## src/rtl/rr_mux_arbiter.sv

```systemverilog
// Two-requester round-robin arbiter sharing one 2:1 data mux and one output
// register; grants are capped at BURST_MAX consecutive transfers per owner.
//
// state | meaning
// IDLE  | no owner; next grant goes to the lone requester, or on a tie to the
//       | requester that was not served last
// OWN_A | A was granted last; A keeps the slot until its burst is used up
// OWN_B | B was granted last; B keeps the slot until its burst is used up
module rr_mux_arbiter #(
  parameter int DATA_W    = 8,
  parameter int BURST_MAX = 4
) (
  input  logic              clk,
  input  logic              rst_n,
  input  logic              a_valid_in,
  input  logic [DATA_W-1:0] a_data_in,
  output logic              a_ready_out,
  input  logic              b_valid_in,
  input  logic [DATA_W-1:0] b_data_in,
  output logic              b_ready_out,
  output logic              out_valid_out,
  output logic [DATA_W-1:0] out_data_out,
  output logic              out_src_out,
  input  logic              out_ready_in,
  output logic              busy_out
);

  typedef enum logic [1:0] {
    IDLE  = 2'd0,
    OWN_A = 2'd1,
    OWN_B = 2'd2
  } state_t;

  localparam logic [7:0] BURST_LIM = 8'(BURST_MAX);

  state_t     state;
  logic [7:0] burst_cnt;
  logic       last_src;
  logic       slot_free;
  logic       pick_a;
  logic       grant_a;
  logic       grant_b;
  logic       same_owner;

  // pick_a is only meaningful when at least one requester is valid
  always_comb begin
    slot_free = !out_valid_out || out_ready_in;
    pick_a    = 1'b0;
    case (state)
      OWN_A:   pick_a = a_valid_in && (!b_valid_in || (burst_cnt < BURST_LIM));
      OWN_B:   pick_a = a_valid_in && !(b_valid_in && (burst_cnt < BURST_LIM));
      default: pick_a = a_valid_in && (!b_valid_in || last_src);
    endcase
  end

  always_comb begin
    grant_a = 1'b0;
    grant_b = 1'b0;
    if (rst_n && slot_free && (a_valid_in || b_valid_in)) begin
      grant_a = pick_a;
      grant_b = !pick_a;
    end
  end

  assign a_ready_out = grant_a;
  assign b_ready_out = grant_b;
  assign same_owner  = (grant_a && state == OWN_A) || (grant_b && state == OWN_B);

  always_ff @(posedge clk or negedge rst_n) begin
    if (!rst_n) begin
      state         <= IDLE;
      burst_cnt     <= 8'd0;
      last_src      <= 1'b1;
      out_valid_out <= 1'b0;
      out_data_out  <= '0;
      out_src_out   <= 1'b0;
      busy_out      <= 1'b0;
    end else if (grant_a || grant_b) begin
      state         <= grant_a ? OWN_A : OWN_B;
      last_src      <= grant_b;
      out_valid_out <= 1'b1;
      out_data_out  <= grant_a ? a_data_in : b_data_in;
      out_src_out   <= grant_b;
      busy_out      <= 1'b1;
      if (!same_owner)
        burst_cnt <= 8'd1;
      else if (burst_cnt < BURST_LIM)
        burst_cnt <= burst_cnt + 8'd1;
    end else if (slot_free) begin
      // free slot with no grant means nobody is requesting
      state         <= IDLE;
      busy_out      <= 1'b0;
      out_valid_out <= 1'b0;
    end
  end

endmodule

```

## config.mk

```make
export PLATFORM = sky130hd
export DESIGN_NAME = rr_mux_arbiter
export DESIGN_NICKNAME = d
export VERILOG_FILES = /design/src/rtl/rr_mux_arbiter.sv
export SDC_FILE = /design/constraint.sdc
export NUM_CORES = 1
export LEC_CHECK = 0
export BUFFER_PORTS_ARGS = -buffer_cell sky130_fd_sc_hd__buf_4
export CAP_MARGIN = 40
export CORE_ASPECT_RATIO = 0.5
export CORE_UTILIZATION = 34
export CTS_CLUSTER_SIZE = 25
export DETAILED_ROUTE_END_ITERATION = 10
export HOLD_SLACK_MARGIN = 0.05
export MAX_ROUTING_LAYER = met4
export PLACE_DENSITY = 0.58
export SETUP_SLACK_MARGIN = 0.15
export SYNTH_ARGS = -nofsm -noshare
export SYNTH_HDL_FRONTEND = slang
export SYNTH_SLANG_ARGS = --single-unit
```

## constraint.sdc

```tcl
create_clock -name clk -period 1.9 [get_ports clk]
set_input_delay 0.095 -clock clk [delete_from_list [all_inputs] [get_ports clk]]
set_output_delay 0.095 -clock clk [all_outputs]
set_load 0.05 [all_outputs]
```

## Yosys cells after proc, flatten, opt, wreduce, memory -nomap -nowiden

Cells that the tools add are included.

- $add $sub $neg: 1
- Equal/unequal tests: 3
- Order comparisons: 1
- Mux-type cells: 11
- Reduce and logical (&&, ||, !) cells: 20

Operators by type and width:

| kind | count |
|---|---|
| 2-to-1 mux 8 bit | 3 |
| adder 8 x 1 -> 8 bit, second input constant | 1 |
| logical AND 1 bit | 8 |
| less-than comparator 8 x 3 -> 1 bit, second input constant | 1 |
| logical OR 1 bit | 6 |
| 2-to-1 mux 2 bit | 3 |
| logical NOT 1 bit | 4 |
| 2-to-1 mux 1 bit | 4 |
| == test 2 x 1 -> 1 bit, second input constant | 1 |
| == test 2 bit, second input constant | 1 |
| inequality test 2 x 1 -> 1 bit, second input constant | 1 |
| one-hot mux 1 bit (2 select lines) | 1 |
| AND reduction 2 bit | 1 |
| nonzero test 2 bit | 1 |

- Output and inout bits: 13
- Bits in registers: 21
- Logic and storage cells: 42

## Logic depth before layout (Yosys ltp)

Gate-level depths: netlist of run 1.

- Word-level depth: 11
- Depth in mapped cells: 6
- Depth with buffers taken out: 4

## Worst setup path before layout of run 1

Ideal clock, no wire load.

- Kind: flip-flop to output port
- Start: register burst_cnt[6]
- End: output b_ready_out
- Arrival: 1.988 ns
- Cell stages (with the launch flop): 6
- Data required time: 1.805 ns
- Slack: -0.183 ns
- Cell sequence: dfrtp_1 > nor4_4 > a31oi_4 > o211a_4 > buf_8 > nor2_1

- Longest elaborated chain between the ends: 7
- Elaborated cells between the ends (all ways): 9
- Those cells by class: 1 x order compare; 2 x mux; 6 x reduce/logical

Ends and longest elaborated chain:

| item | RTL line | RTL |
|---|---|---|
| from (decl) | 37 | `logic [7:0] burst_cnt;` |
| from (signal assigned) | 88 | `burst_cnt <= burst_cnt + 8'd1;` |
| less-than comparator 8 x 3 -> 1 bit * | 50, 51 |  |
| logical AND 1 bit | 51 | `OWN_B: pick_a = a_valid_in && !(b_valid_in && (burst_cnt < BURST_LIM));` |
| logical NOT 1 bit | 51 |  |
| logical AND 1 bit | 51 |  |
| one-hot mux 1 bit (2 select lines) * | 49 | `case (state)` |
| logical NOT 1 bit * | 61 | `grant_b = !pick_a;` |
| 2-to-1 mux 1 bit * | 59 | `if (rst_n && slot_free && (a_valid_in \|\| b_valid_in)) begin` |
| to (decl) | 20 | `output logic b_ready_out,` |

Every way passes the cells marked *; elsewhere a longest branch is shown, timed or not.

## Final worst setup path of run 1

- Start: register burst_cnt[6]
- End: output a_ready_out

- Longest elaborated chain between the ends: 6
- Elaborated cells between the ends (all ways): 8
- Those cells by class: 1 x order compare; 2 x mux; 5 x reduce/logical

Ends and longest elaborated chain:

| item | RTL line | RTL |
|---|---|---|
| less-than comparator 8 x 3 -> 1 bit * | 50, 51 |  |
| logical AND 1 bit | 51 |  |
| logical NOT 1 bit | 51 |  |
| logical AND 1 bit | 51 |  |
| one-hot mux 1 bit (2 select lines) * | 49 |  |
| 2-to-1 mux 1 bit * | 59 |  |
| to (decl) | 17 | `output logic a_ready_out,` |

Marked as above.

==> summary.txt, run 1 <==
Timing
  – Final count of pins violating max slew: 0
  – Transition time at the pin with the least slew margin: between 0.4 and 0.5 ns
  – Part of the cycle the worst path needs: between 90 and 100%
  – Min Clock Period, post-route: 1.90 ns
  – Setup WS post-layout: between 0.0006 and 0.0007 ns
  – Peak Freq: about 0.53 GHz
  – Worst Clk Skew: about 0.0016 ns
  – Slew headroom: roughly 70%
  – Unrepaired setup endpoints after global routing: yes
  – Hold Violations, Final: 0
  – Final setup fails: 0

Critical path
  – Required time of the critical path: 1.80 ns
  – Number of buffers and inverters on the critical path: 1
  – Critical path cell sequence: nor4_4 -> a311o_2 -> o211a_4 -> and2_4 -> buf_8
  – Critical Path Fanout Max: 4
  – Data arrival time at the worst-slack endpoint: between 1.5 and 2 ns
  – Slowest cell delay on critical path: approximately 0.41 ns
  – Cell class contributing the biggest share of worst-path delay: simple AND/OR/NAND/NOR gates
  – Kind of start point of the critical path: register
  – Category of the most critical setup path: register to primary output
  – Crit path capture type: primary output
  – Critical path's slowest cell: sky130_fd_sc_hd__dfrtp_1
  – Reg-to-reg slack, setup: about 0.13 ns

Die
  – Area enclosed by the die boundary: around 3900 um^2
  – Initial cell density of the core: a little over a third
  – I/O pins: 34
  – Width of the die: approximately 87 um
  – Die height: between 40 and 50 um
  – Row count: 15
  – Total core area: around 3500 um^2

Clock tree
  – Reg clk slew, reported paths: roughly 0.080 ns
  – Cell at the root of the clock tree: sky130_fd_sc_hd__clkbuf_8
  – Clock latency on the worst-skew pair: roughly 0.26 ns
  – Number of CTS-inserted buffers: 3
  – Number of clock sinks: 21
  – Worst-case clock buffer depth: 2
  – Clock tree from TritonCTS: built
  – Total number of H-tree levels: 1

Power
  – Maximum vdd drop: approximately 300 uV
  – Sequential power share: between 30% and 40%
  – Power per standard cell area: roughly 840 nW/um^2
  – Cell-internal power: between 900 and 1000 uW
  – Relative contribution of the clock network to total power: roughly a fifth
  – Leak pwr: roughly 0.0008 uW
  – Switching power share of the total: between 30% and 40%
  – Combinational share of power: between 40% and 50%
  – Sw power: about 570 uW

Layout
  – Layout Area Growth over Synthesis: 40.5%
  – Layout cell share with drive strength beyond 1: 48.5%
  – Most frequent standard cell in the layout excluding fill and tap cells: sky130_fd_sc_hd__buf_4
  – Post-layout instance count excluding filler cells: approximately 220
  – # nets final: between 150 and 200
  – Antenna diodes: 0
  – Layout Cell Area excl Fill: 1750 um^2
  – Commonest non-fill, non-tap cells in the layout: 49 x sky130_fd_sc_hd__buf_4, 17 x sky130_fd_sc_hd__nand2_1, 17 x sky130_fd_sc_hd__dfrtp_1

Flow run
  – Max-Cap Viols: 0

Synthesis
  – Warning count from the yosys run: 0
  – Synth Area in Adders: between 1 and 1.5%
  – Top FF cell, synth: sky130_fd_sc_hd__dfrtp_1
  – Post-synthesis instance total: between 100 and 150
  – Mapped Nets: between 100 and 150
  – Compound-Gate Fraction of Synth Area: slightly below 30%
  – Post-Synthesis Mean Instance Area: 10.5 um^2
  – Area of the mapped netlist: 1240 um^2
  – Register bit count reported by yosys: 21
  – Sequential-to-total area share from yosys stat: ~42%
  – Unique masters post-synth: 39
  – Asr flop ratio synth: 100%
  – Multiplexer share of the synthesized area: less than 1%
  – Largest family of logic cells by synthesized area: compound AO/OA/AOI/OAI gates
  – Area fraction in and, or, nand and nor cells after synthesis: a little over a fifth
  – Post-synthesis share of cell area spent on xor and xnor gates: 0%
  – Number of enable flip-flop cells after synthesis: 0

Min path
  – Hold Crit Class: primary input to register

Route
  – 1st-iter DRT viols: 35
  – Number of nets still failing antenna checks after routing: 0
  – Routed length per placed instance: around 14 um
  – Total iterations of the first detailed-routing run: 4
  – Routed wire length: approximately 3100 um
  – Vias after detailed routing: between 1000 and 1500
  – Via density per instance: ~5
  – Detailed-route DRC error count: 0

Placed design
  – Input/output buffers: 33
  – Estimated wirelength of the detail-placed design: roughly 2100 um
  – Cell count after placement: 201
  – Routability cong.: 0.748
  – Worst slack at placement: roughly 0.16 ns
  – Total cell area at the placement stage: around 1600 um^2

Global route
  – Residual overflow from global routing: 0
  – Antenna violations before repair: 0
  – Wire length of the first global-routing pass: around 5100 um
  – Pin count of the biggest net entering global routing: 22
  – Overall fraction of global-route tracks in use: roughly 18%
  – Number of global-route vias before repair: around 1000

Outcome
  – Outcome: completed
## worst paths after layout
check,from,to,cells after the start
max in group asynchronous,rst_n,last_src,3
min,b_data_in[0],out_data_out[0],3
max reg2reg,burst_cnt[6],burst_cnt[7],5
min reg2reg,out_data_out[3],out_data_out[3],2
max,burst_cnt[6],a_ready_out,5
min in group asynchronous,rst_n,burst_cnt[5],3
## layout make-up
| cell class | instances | area (um^2) |
|---|---|---|
| Inverter | 2 | 7.51 |
| Sequential cell | 21 | 531 |
| Clock buffer | 4 | 45.0 |
| Multi-Input combinational cell | 85 | 679 |
| Tap cell | 51 | 63.8 |
| Timing Repair Buffer | 53 | 419 |
| Fill cell | 328 | 1730 |
## state kept, by name, indices dropped and copies added (netlist names)
signal        cells
last_src          1
busy_out          1
burst_cnt         8
state             2
out_data_out      8
out_src_out       1
## per-layer routing
layer,GRT usage [%],vias up,wire length [um]
li1,-,533,-
met1,24.4,522,1510
met2,28.1,16,1450
met3,4.39,2,91
met4,1.97,0,16
met5,-,-,0
## tightest hold or removal path: cells and delay by family
kind,cells,cell delay [ns]
buffers and inverters,1,0.11
AOI/OAI and AO/OA,1,0.07
and+or+nand+nor,1,0.04
## power by group through the flow
| stage | sequential [uW] | clock, uW | combinational, uW |
|---|---|---|---|
| global route | 577 | 325 | 647 |
| global placement | 568 | 0 | 561 |
| floorplan | 715 | 0 | 244 |
| finish | 568 | 303 | 602 |
| detailed placement | 572 | 0 | 563 |
| CTS | 563 | 309 | 584 |
## synthesized netlist by cell type, drive strengths merged (2+ instances only)
cell	n	area, um^2
buf	3	33.8
nor2b	3	18.8
o211ai	8	90.1
nand2b	2	12.5
o21ai	3	15.0
and2	3	18.8
nor2	5	21.3
a21oi	3	22.5
a22o	2	17.5
clkbuf	7	26.3
inv	2	7.50
a31oi	3	33.8
o2111ai	8	70.1
nor3b	9	67.6
a21boi	5	37.5
nand2	17	63.8
dfrtp	20	500
o211a	2	27.5
## timing repair
action                     CTS  global route
buffers inserted             5             5
hold endpoints to repair    20             0
gates resized for setup      3             8
hold buffers                 1             0
setup endpoints to repair    2            19
pin swaps                    5             9
## cells by family after synthesis
family,count (synthesis)
simple gates,44
buf+inv,12
mux,1
compound gates,39
flops,21
fa+ha+maj,1
## metrics by stage
step / power [uW] / hold WS, ns / setup TNS (ns) / util, %
floorplan: 959 / -0.201 / 0 / -
global placement: 1130 / 0.110 / 0 / 45.3
detailed placement: 1140 / 0.110 / 0 / 45.3
CTS: 1460 / 0.0924 / -0.0128 / 48.3
global route: 1550 / 0.0979 / -0.0671 / 50.3
finish: 1470 / 0.0934 / 0 / 50.3
Note: power is estimated with default switching activity, not from simulation.
==> inputs of run 2 (changes only) <==
--- a/config.mk
+++ b/config.mk
@@ -14,6 +14,7 @@
 export HOLD_SLACK_MARGIN = 0.05
 export MAX_ROUTING_LAYER = met4
 export PLACE_DENSITY = 0.58
+export REMOVE_ABC_BUFFERS = 1
 export SETUP_SLACK_MARGIN = 0.15
 export SYNTH_ARGS = -nofsm -noshare
 export SYNTH_HDL_FRONTEND = slang
==> summary.txt, run 2 (synthesized netlist as in run 1, its figures left out) <==
Outcome
  – Outcome: complete, but fails checks
  – Failing checks: setup timing

Placed design
  – Estimated wirelength of the detail-placed design: approximately 2000 um
  – Input/output buffers: 33
  – Routability cong.: between 0.7 and 0.8

Flow run
  – Max-Cap Viols: 0

Global route
  – Antenna violations before repair: 0
  – Overall fraction of global-route tracks in use: ~17%
  – Residual overflow from global routing: 0
  – Pin count of the biggest net entering global routing: 24
  – Number of global-route vias before repair: 1028
  – Wire length of the first global-routing pass: 4850 um

Timing
  – Final setup fails: 1
  – Peak Freq: ~0.52 GHz
  – Min Clock Period, post-route: 1.92 ns
  – Part of the cycle the worst path needs: 101%
  – Worst Clk Skew: between 0.005 and 0.006 ns
  – Unrepaired setup endpoints after global routing: yes
  – Transition time at the pin with the least slew margin: around 0.4 ns
  – Setup WS post-layout: -0.0239 ns
  – Final count of pins violating max slew: 0
  – Total Neg Setup Slack: -0.0239 ns
  – Hold Violations, Final: 0
  – Slew headroom: 73.3%

Die
  – Initial cell density of the core: between 30 and 40%
  – Area enclosed by the die boundary: roughly 3900 um^2
  – Die height: 44.7 um
  – Width of the die: approximately 87 um
  – Total core area: between 3000 and 4000 um^2
  – I/O pins: 34
  – Row count: 15

Layout
  – Antenna diodes: 0
  – Share of the core filled with cells in the final layout: around half
  – Layout cell share with drive strength beyond 1: a little over two fifths
  – # nets final: 180
  – Most frequent standard cell in the layout excluding fill and tap cells: sky130_fd_sc_hd__buf_4
  – Commonest non-fill, non-tap cells in the layout: 40 x sky130_fd_sc_hd__buf_4, 20 x sky130_fd_sc_hd__dfrtp_1, 17 x sky130_fd_sc_hd__nand2_1
  – Filler Cells Inserted: roughly 340
  – Registers with the most flip-flops: burst_cnt x8, out_data_out x8, state x2
  – Layout Area Growth over Synthesis: 35.1%

Clock tree
  – Reg clk slew, reported paths: roughly 0.080 ns
  – Worst-case clock buffer depth: 2
  – Clock tree from TritonCTS: built
  – Cell at the root of the clock tree: sky130_fd_sc_hd__clkbuf_8
  – Number of clock sinks: 21
  – Clock latency on the worst-skew pair: 0.27 ns
  – Number of CTS-inserted buffers: 3
  – Total number of H-tree levels: 1

Route
  – Met1 layer wirelength in the final routing: ~1400 um
  – Uppermost layer routed: met3
  – Total iterations of the first detailed-routing run: 4
  – Number of nets still failing antenna checks after routing: 0
  – Routed length per placed instance: 13.9 um
  – Routed wire length: between 2000 and 3000 um
  – Vias after detailed routing: between 1000 and 1500
  – Detailed-route DRC error count: 0
  – Routed met2 length: roughly 1400 um
  – 1st-iter DRT viols: 49
  – Via density per instance: 4.98
  – Wire length on met3: slightly above 90 um

Power
  – Cell-internal power: around 900 uW
  – Sequential power share: between 30 and 40%
  – Sw power: around 570 uW
  – Leak pwr: 0.000751 uW
  – Relative contribution of the clock network to total power: between 20% and 30%
  – Combinational share of power: 40.3%
  – Maximum vdd drop: slightly above 300 uV
  – Power per standard cell area: ~870 nW/um^2
  – Switching power share of the total: 38.9%

Min path
  – Hold Crit Class: primary input to register

Critical path
  – Slowest cell delay on critical path: between 0.4 and 0.5 ns
  – Critical Path Fanout Max: 3
  – Number of buffers and inverters on the critical path: 1
  – Critical path cell sequence: nor4_4 -> a311o_2 -> o211a_4 -> and2_4 -> buf_8
  – Cell class contributing the biggest share of worst-path delay: simple AND/OR/NAND/NOR gates
  – Category of the most critical setup path: register to primary output
  – Kind of start point of the critical path: register
  – Required time of the critical path: 1.80 ns
  – Crit path capture type: primary output
  – Critical path's slowest cell: sky130_fd_sc_hd__dfrtp_1
  – Data arrival time at the worst-slack endpoint: ~1.8 ns
run 2: cell count changes in the layout (fill, tap and decap cells not counted), sizes merged:
| cell | delta |
|---|---|
| buf | -8 |
| clkbuf | -1 |
| clkinv | +1 |
run 2: layout make-up:
class	count	area [um^2]	area share, %
flip-flops and latches	21	527	31.4
well taps	51	63.8	3.80
inverters	2	7.51	0.447
clock buffers	3	41.3	2.46
multi-input cells	85	667	39.7
repair buffers	45	368	21.9
clock inverters	1	5.00	0.298
run 2: path summary, 6_finish.rpt:
kind                                    from               to  slack [ns]  depth (start not counted)
worst max-delay path            burst_cnt[6]      a_ready_out       -0.02                          5
worst min-delay path            b_data_in[0]  out_data_out[0]        0.09                          3
worst max register to register  burst_cnt[6]  out_data_out[0]        0.06                          6
worst min register to register  burst_cnt[0]     burst_cnt[0]        0.49                          1
max in group asynchronous              rst_n         last_src        1.26                          3
min in group asynchronous              rst_n     burst_cnt[0]        0.36                          3
run 2: repair_timing:
action / CTS / global route
resized for setup: 4 / 4
pin swaps: 3 / 6
hold buffers: 1 / 0
hold endpoints to repair: 20 / 0
setup buffers: 3 / 1
setup endpoints to repair: 2 / 16
run 2: per-layer routing:
| layer | up-vias | track usage (%) |
|---|---|---|
| met5 | - | - |
| met4 | 0 | 2.95 |
| met3 | 0 | 3.84 |
| met2 | 20 | 27.5 |
| met1 | 498 | 22.4 |
| li1 | 517 | - |
run 2: metrics by stage:
stage | cells | total power (uW) | setup slack (ns) | instance area [um^2] | hold slack, ns
after floorplan | 108 | 929 | -0.656 | 1180 | -0.201
after global placement | 199 | 1120 | 0.177 | 1560 | 0.0989
after detailed placement | 199 | 1130 | 0.141 | 1560 | 0.103
after CTS | 207 | 1460 | -0.0262 | 1650 | 0.0935
after global routing | 208 | 1530 | -0.0852 | 1680 | 0.115
final | 208 | 1450 | -0.0239 | 1680 | 0.0948
run 2: power by group through the flow:
stage | Sequential (uW) | Clock (uW) | Combinational (uW)
after floorplan | 722 | 0 | 207
after global placement | 569 | 0 | 554
after detailed placement | 570 | 0 | 559
after CTS | 562 | 323 | 576
after global routing | 573 | 330 | 627
final | 563 | 305 | 585
run 2: worst min-delay path, stage by stage:
cell and delay (ns):
sky130_fd_sc_hd__buf_4 0.11, sky130_fd_sc_hd__nand2_1 0.05, sky130_fd_sc_hd__o211ai_1 0.07
==> inputs of run 3 (changes only) <==
--- a/config.mk
+++ b/config.mk
@@ -5,6 +5,7 @@
 export SDC_FILE = /design/constraint.sdc
 export NUM_CORES = 1
 export LEC_CHECK = 0
+export ABC_AREA = 1
 export BUFFER_PORTS_ARGS = -buffer_cell sky130_fd_sc_hd__buf_4
 export CAP_MARGIN = 40
 export CORE_ASPECT_RATIO = 0.5
@@ -13,7 +14,7 @@
 export DETAILED_ROUTE_END_ITERATION = 10
 export HOLD_SLACK_MARGIN = 0.05
 export MAX_ROUTING_LAYER = met4
-export PLACE_DENSITY = 0.58
+export PLACE_DENSITY = 0.6
 export REMOVE_ABC_BUFFERS = 1
 export SETUP_SLACK_MARGIN = 0.15
 export SYNTH_ARGS = -nofsm -noshare
==> summary.txt, run 3 <==
Clock tree
  – Number of clock sinks: 21
  – Reg clk slew, reported paths: about 0.070 ns
  – Cell at the root of the clock tree: sky130_fd_sc_hd__clkbuf_8
  – Number of CTS-inserted buffers: 3
  – Total number of H-tree levels: 1
  – Clock tree from TritonCTS: built
  – Clock latency on the worst-skew pair: ~0.26 ns
  – Worst-case clock buffer depth: 2

Critical path
  – Crit path capture type: primary output
  – Cells on worst reg2reg path: 10
  – Category of the most critical setup path: register to primary output
  – Kind of start point of the critical path: register
  – Start point of the critical path: burst_cnt[4]
  – Required time of the critical path: roughly 1.8 ns
  – Reg-to-reg startpoint: burst_cnt[4]
  – Data arrival time at the worst-slack endpoint: 1.58 ns
  – Critical Path Fanout Max: 6

Timing
  – Final count of pins violating max slew: 0
  – Worst Clk Skew: approximately 0.0044 ns
  – Final-layout worst hold slack: roughly 0.058 ns
  – Part of the cycle the worst path needs: 88.3%
  – Slew headroom: just over 80%
  – Transition time at the pin with the least slew margin: ~0.28 ns
  – Final setup fails: 0
  – Peak Freq: a little under 0.6 GHz
  – Unrepaired setup endpoints after global routing: yes
  – Total Neg Setup Slack: 0 ns
  – Min Clock Period, post-route: ~1.7 ns
  – Hold Violations, Final: 0

Power
  – Cell-internal power: about 800 uW
  – Maximum vdd drop: ~390 uV
  – Combinational share of power: 35.4%
  – Leak pwr: 0.000818 uW
  – Relative contribution of the clock network to total power: approximately 22%
  – Power per standard cell area: 877 nW/um^2
  – Switching power share of the total: 36.2%
  – Sequential power share: 42.5%
  – Sw power: around 460 uW

Outcome
  – Outcome: completed

Synthesis
  – Area fraction of the dominant cell type after synthesis: roughly half
  – Top cells by area, synth: sky130_fd_sc_hd__dfrtp_1 51%, sky130_fd_sc_hd__nand2_1 17%, sky130_fd_sc_hd__nand3_1 6.1%, sky130_fd_sc_hd__inv_1 5.3%, sky130_fd_sc_hd__nand3_2 4.1%
  – Area fraction in and, or, nand and nor cells after synthesis: about a third
  – Cell accounting for the most synthesized area: sky130_fd_sc_hd__dfrtp_1
  – Multiplexer share of the synthesized area: 0%
  – Most frequently used cell type in the post-synthesis netlist: sky130_fd_sc_hd__nand2_1
  – Post-synthesis share of cell area spent on xor and xnor gates: 0%
  – Synth Area in Adders: 1.27%
  – Unique masters post-synth: 18
  – Post-synthesis instance total: around 120
  – Most numerous cell types in the synthesized netlist: 44 x sky130_fd_sc_hd__nand2_1, 20 x sky130_fd_sc_hd__dfrtp_1, 14 x sky130_fd_sc_hd__inv_1, 12 x sky130_fd_sc_hd__nand3_1
  – Sequential-to-total area share from yosys stat: 53.4%
  – Area of the mapped netlist: a little under 1000 um^2
  – Compound-Gate Fraction of Synth Area: between 2 and 2.5%
  – Number of enable flip-flop cells after synthesis: 0
  – Largest family of logic cells by synthesized area: simple AND/OR/NAND/NOR gates
  – Register bit count reported by yosys: 21
  – Asr flop ratio synth: 100%
  – Warning count from the yosys run: 0
  – Top FF cell, synth: sky130_fd_sc_hd__dfrtp_1
  – Post-Synthesis Mean Instance Area: 8.36 um^2

Die
  – Width of the die: roughly 80 um
  – Row count: 13
  – I/O pins: 34
  – Total core area: around 2700 um^2
  – Die height: ~40 um
  – Initial cell density of the core: a little under two fifths
  – Area enclosed by the die boundary: between 3000 and 4000 um^2

Layout
  – Layout Area Growth over Synthesis: 48.3%
  – Commonest non-fill, non-tap cells in the layout: 44 x sky130_fd_sc_hd__nand2_1, 38 x sky130_fd_sc_hd__buf_4, 20 x sky130_fd_sc_hd__dfrtp_1
  – Registers with the most flip-flops: burst_cnt x8, out_data_out x8, state x2
  – Most frequent standard cell in the layout excluding fill and tap cells: sky130_fd_sc_hd__nand2_1
  – # nets final: between 150 and 200
  – Layout cell share with drive strength beyond 1: around a third
  – Antenna diodes: 0

Route
  – Number of nets still failing antenna checks after routing: 0
  – Routed length per placed instance: roughly 11 um
  – Routed wire length: about 2200 um
  – Vias after detailed routing: about 900
  – 1st-iter DRT viols: 43
  – Detailed-route DRC error count: 0
  – Total iterations of the first detailed-routing run: 4
  – Via density per instance: between 4 and 5

Global route
  – Pin count of the biggest net entering global routing: 22
  – Overall fraction of global-route tracks in use: 16.4%
  – Residual overflow from global routing: 0
  – Antenna violations before repair: 0
  – Wire length of the first global-routing pass: 3650 um
  – Number of global-route vias before repair: 870

Placed design
  – Estimated wirelength of the detail-placed design: approximately 1500 um
  – Input/output buffers: 33
  – Routability cong.: 0.777

Flow run
  – Max-Cap Viols: 0

Min path
  – Hold Path Depth: 3
  – Worst hold path startpoint: b_data_in[6]
  – Hold Crit Class: primary input to register
==> run 3: cell types whose count changed after synthesis, moves of 6 or more <==
cell	previous run	this run
sky130_fd_sc_hd__clkbuf_1	7	0
sky130_fd_sc_hd__inv_1	1	14
sky130_fd_sc_hd__o2111ai_1	8	0
sky130_fd_sc_hd__nand2_1	17	44
sky130_fd_sc_hd__nand3_1	0	12
sky130_fd_sc_hd__nor3b_1	9	0
sky130_fd_sc_hd__o211ai_2	6	0
==> run 3: kinds of logic (layout without fill, tap and decap cells) <==
logic type | after synthesis | in the layout
AND/OR/NAND/NOR | 72 | 72
flip-flops | 21 | 21
buffers and inverters | 20 | 70
AO/OA/AOI/OAI | 4 | 4
adder cells (fa/ha/maj) | 1 | 1
==> run 3: worst paths after layout <==
path	to	slack, ns
max reg2reg	out_data_out[6]	0.44
min in group asynchronous	burst_cnt[3]	0.35
max	b_ready_out	0.22
max in group asynchronous	last_src	1.28
min	out_data_out[6]	0.06
min reg2reg	last_src	0.47
==> run 3: layer usage <==
layer	vias up	share of wire, %	wire length, um	global-route usage (%)
met5	-	0	0	-
met4	0	0.87	19	5.56
met3	2	4.4	95	4.77
met2	24	48	1060	28.7
met1	408	46	1010	19.0
li1	463	-	-	-
==> run 3: worst max-delay path, stage by stage (launching register included) <==
cell                      delay (ns)
sky130_fd_sc_hd__dfrtp_1        0.39
sky130_fd_sc_hd__nor2_2         0.15
sky130_fd_sc_hd__nand3_2        0.11
sky130_fd_sc_hd__nand2_1        0.09
sky130_fd_sc_hd__nand3_2        0.11
sky130_fd_sc_hd__nand2_4        0.11
sky130_fd_sc_hd__nand2_2        0.10
sky130_fd_sc_hd__inv_4          0.11
sky130_fd_sc_hd__buf_8          0.15
==> run 3: power groups by stage <==
stage	clock, uW	combinational [uW]	sequential (uW)
3_5_place_dp	0	424	553
2_1_floorplan	0	124	702
5_1_grt	315	493	553
4_1_cts	297	442	545
6_report	283	455	546
3_3_place_gp	0	423	552
==> run 3: layout make-up <==
type	count	area, um^2
flip-flops and latches	21	527
clock buffers	4	45.0
repair buffers	48	390
inverters	18	70.1
multi-input cells	77	384
well taps	37	46.3
fillers	257	1200
==> run 3: stage by stage <==
stage          instance area, um^2  utilization, %  std cells  worst slack, ns  total power, uW
2_1_floorplan                  973               -        116           0.0154              826
5_1_grt                       1460            54.8        205            0.111             1360
6_report                      1460            54.8        205            0.222             1280
3_3_place_gp                  1270            47.8        187            0.399              975
3_5_place_dp                  1270            47.8        187            0.400              977
4_1_cts                       1420            53.1        200            0.156             1280
==> run 3: what timing repair did <==
item | in CTS | in global routing
hold buffers | 9 | 0
buffers inserted | 0 | 5
pin swaps | 0 | 1
endpoints found under the hold margin | 27 | 0
setup endpoints to repair | 1 | 2
resized for setup | 2 | 2
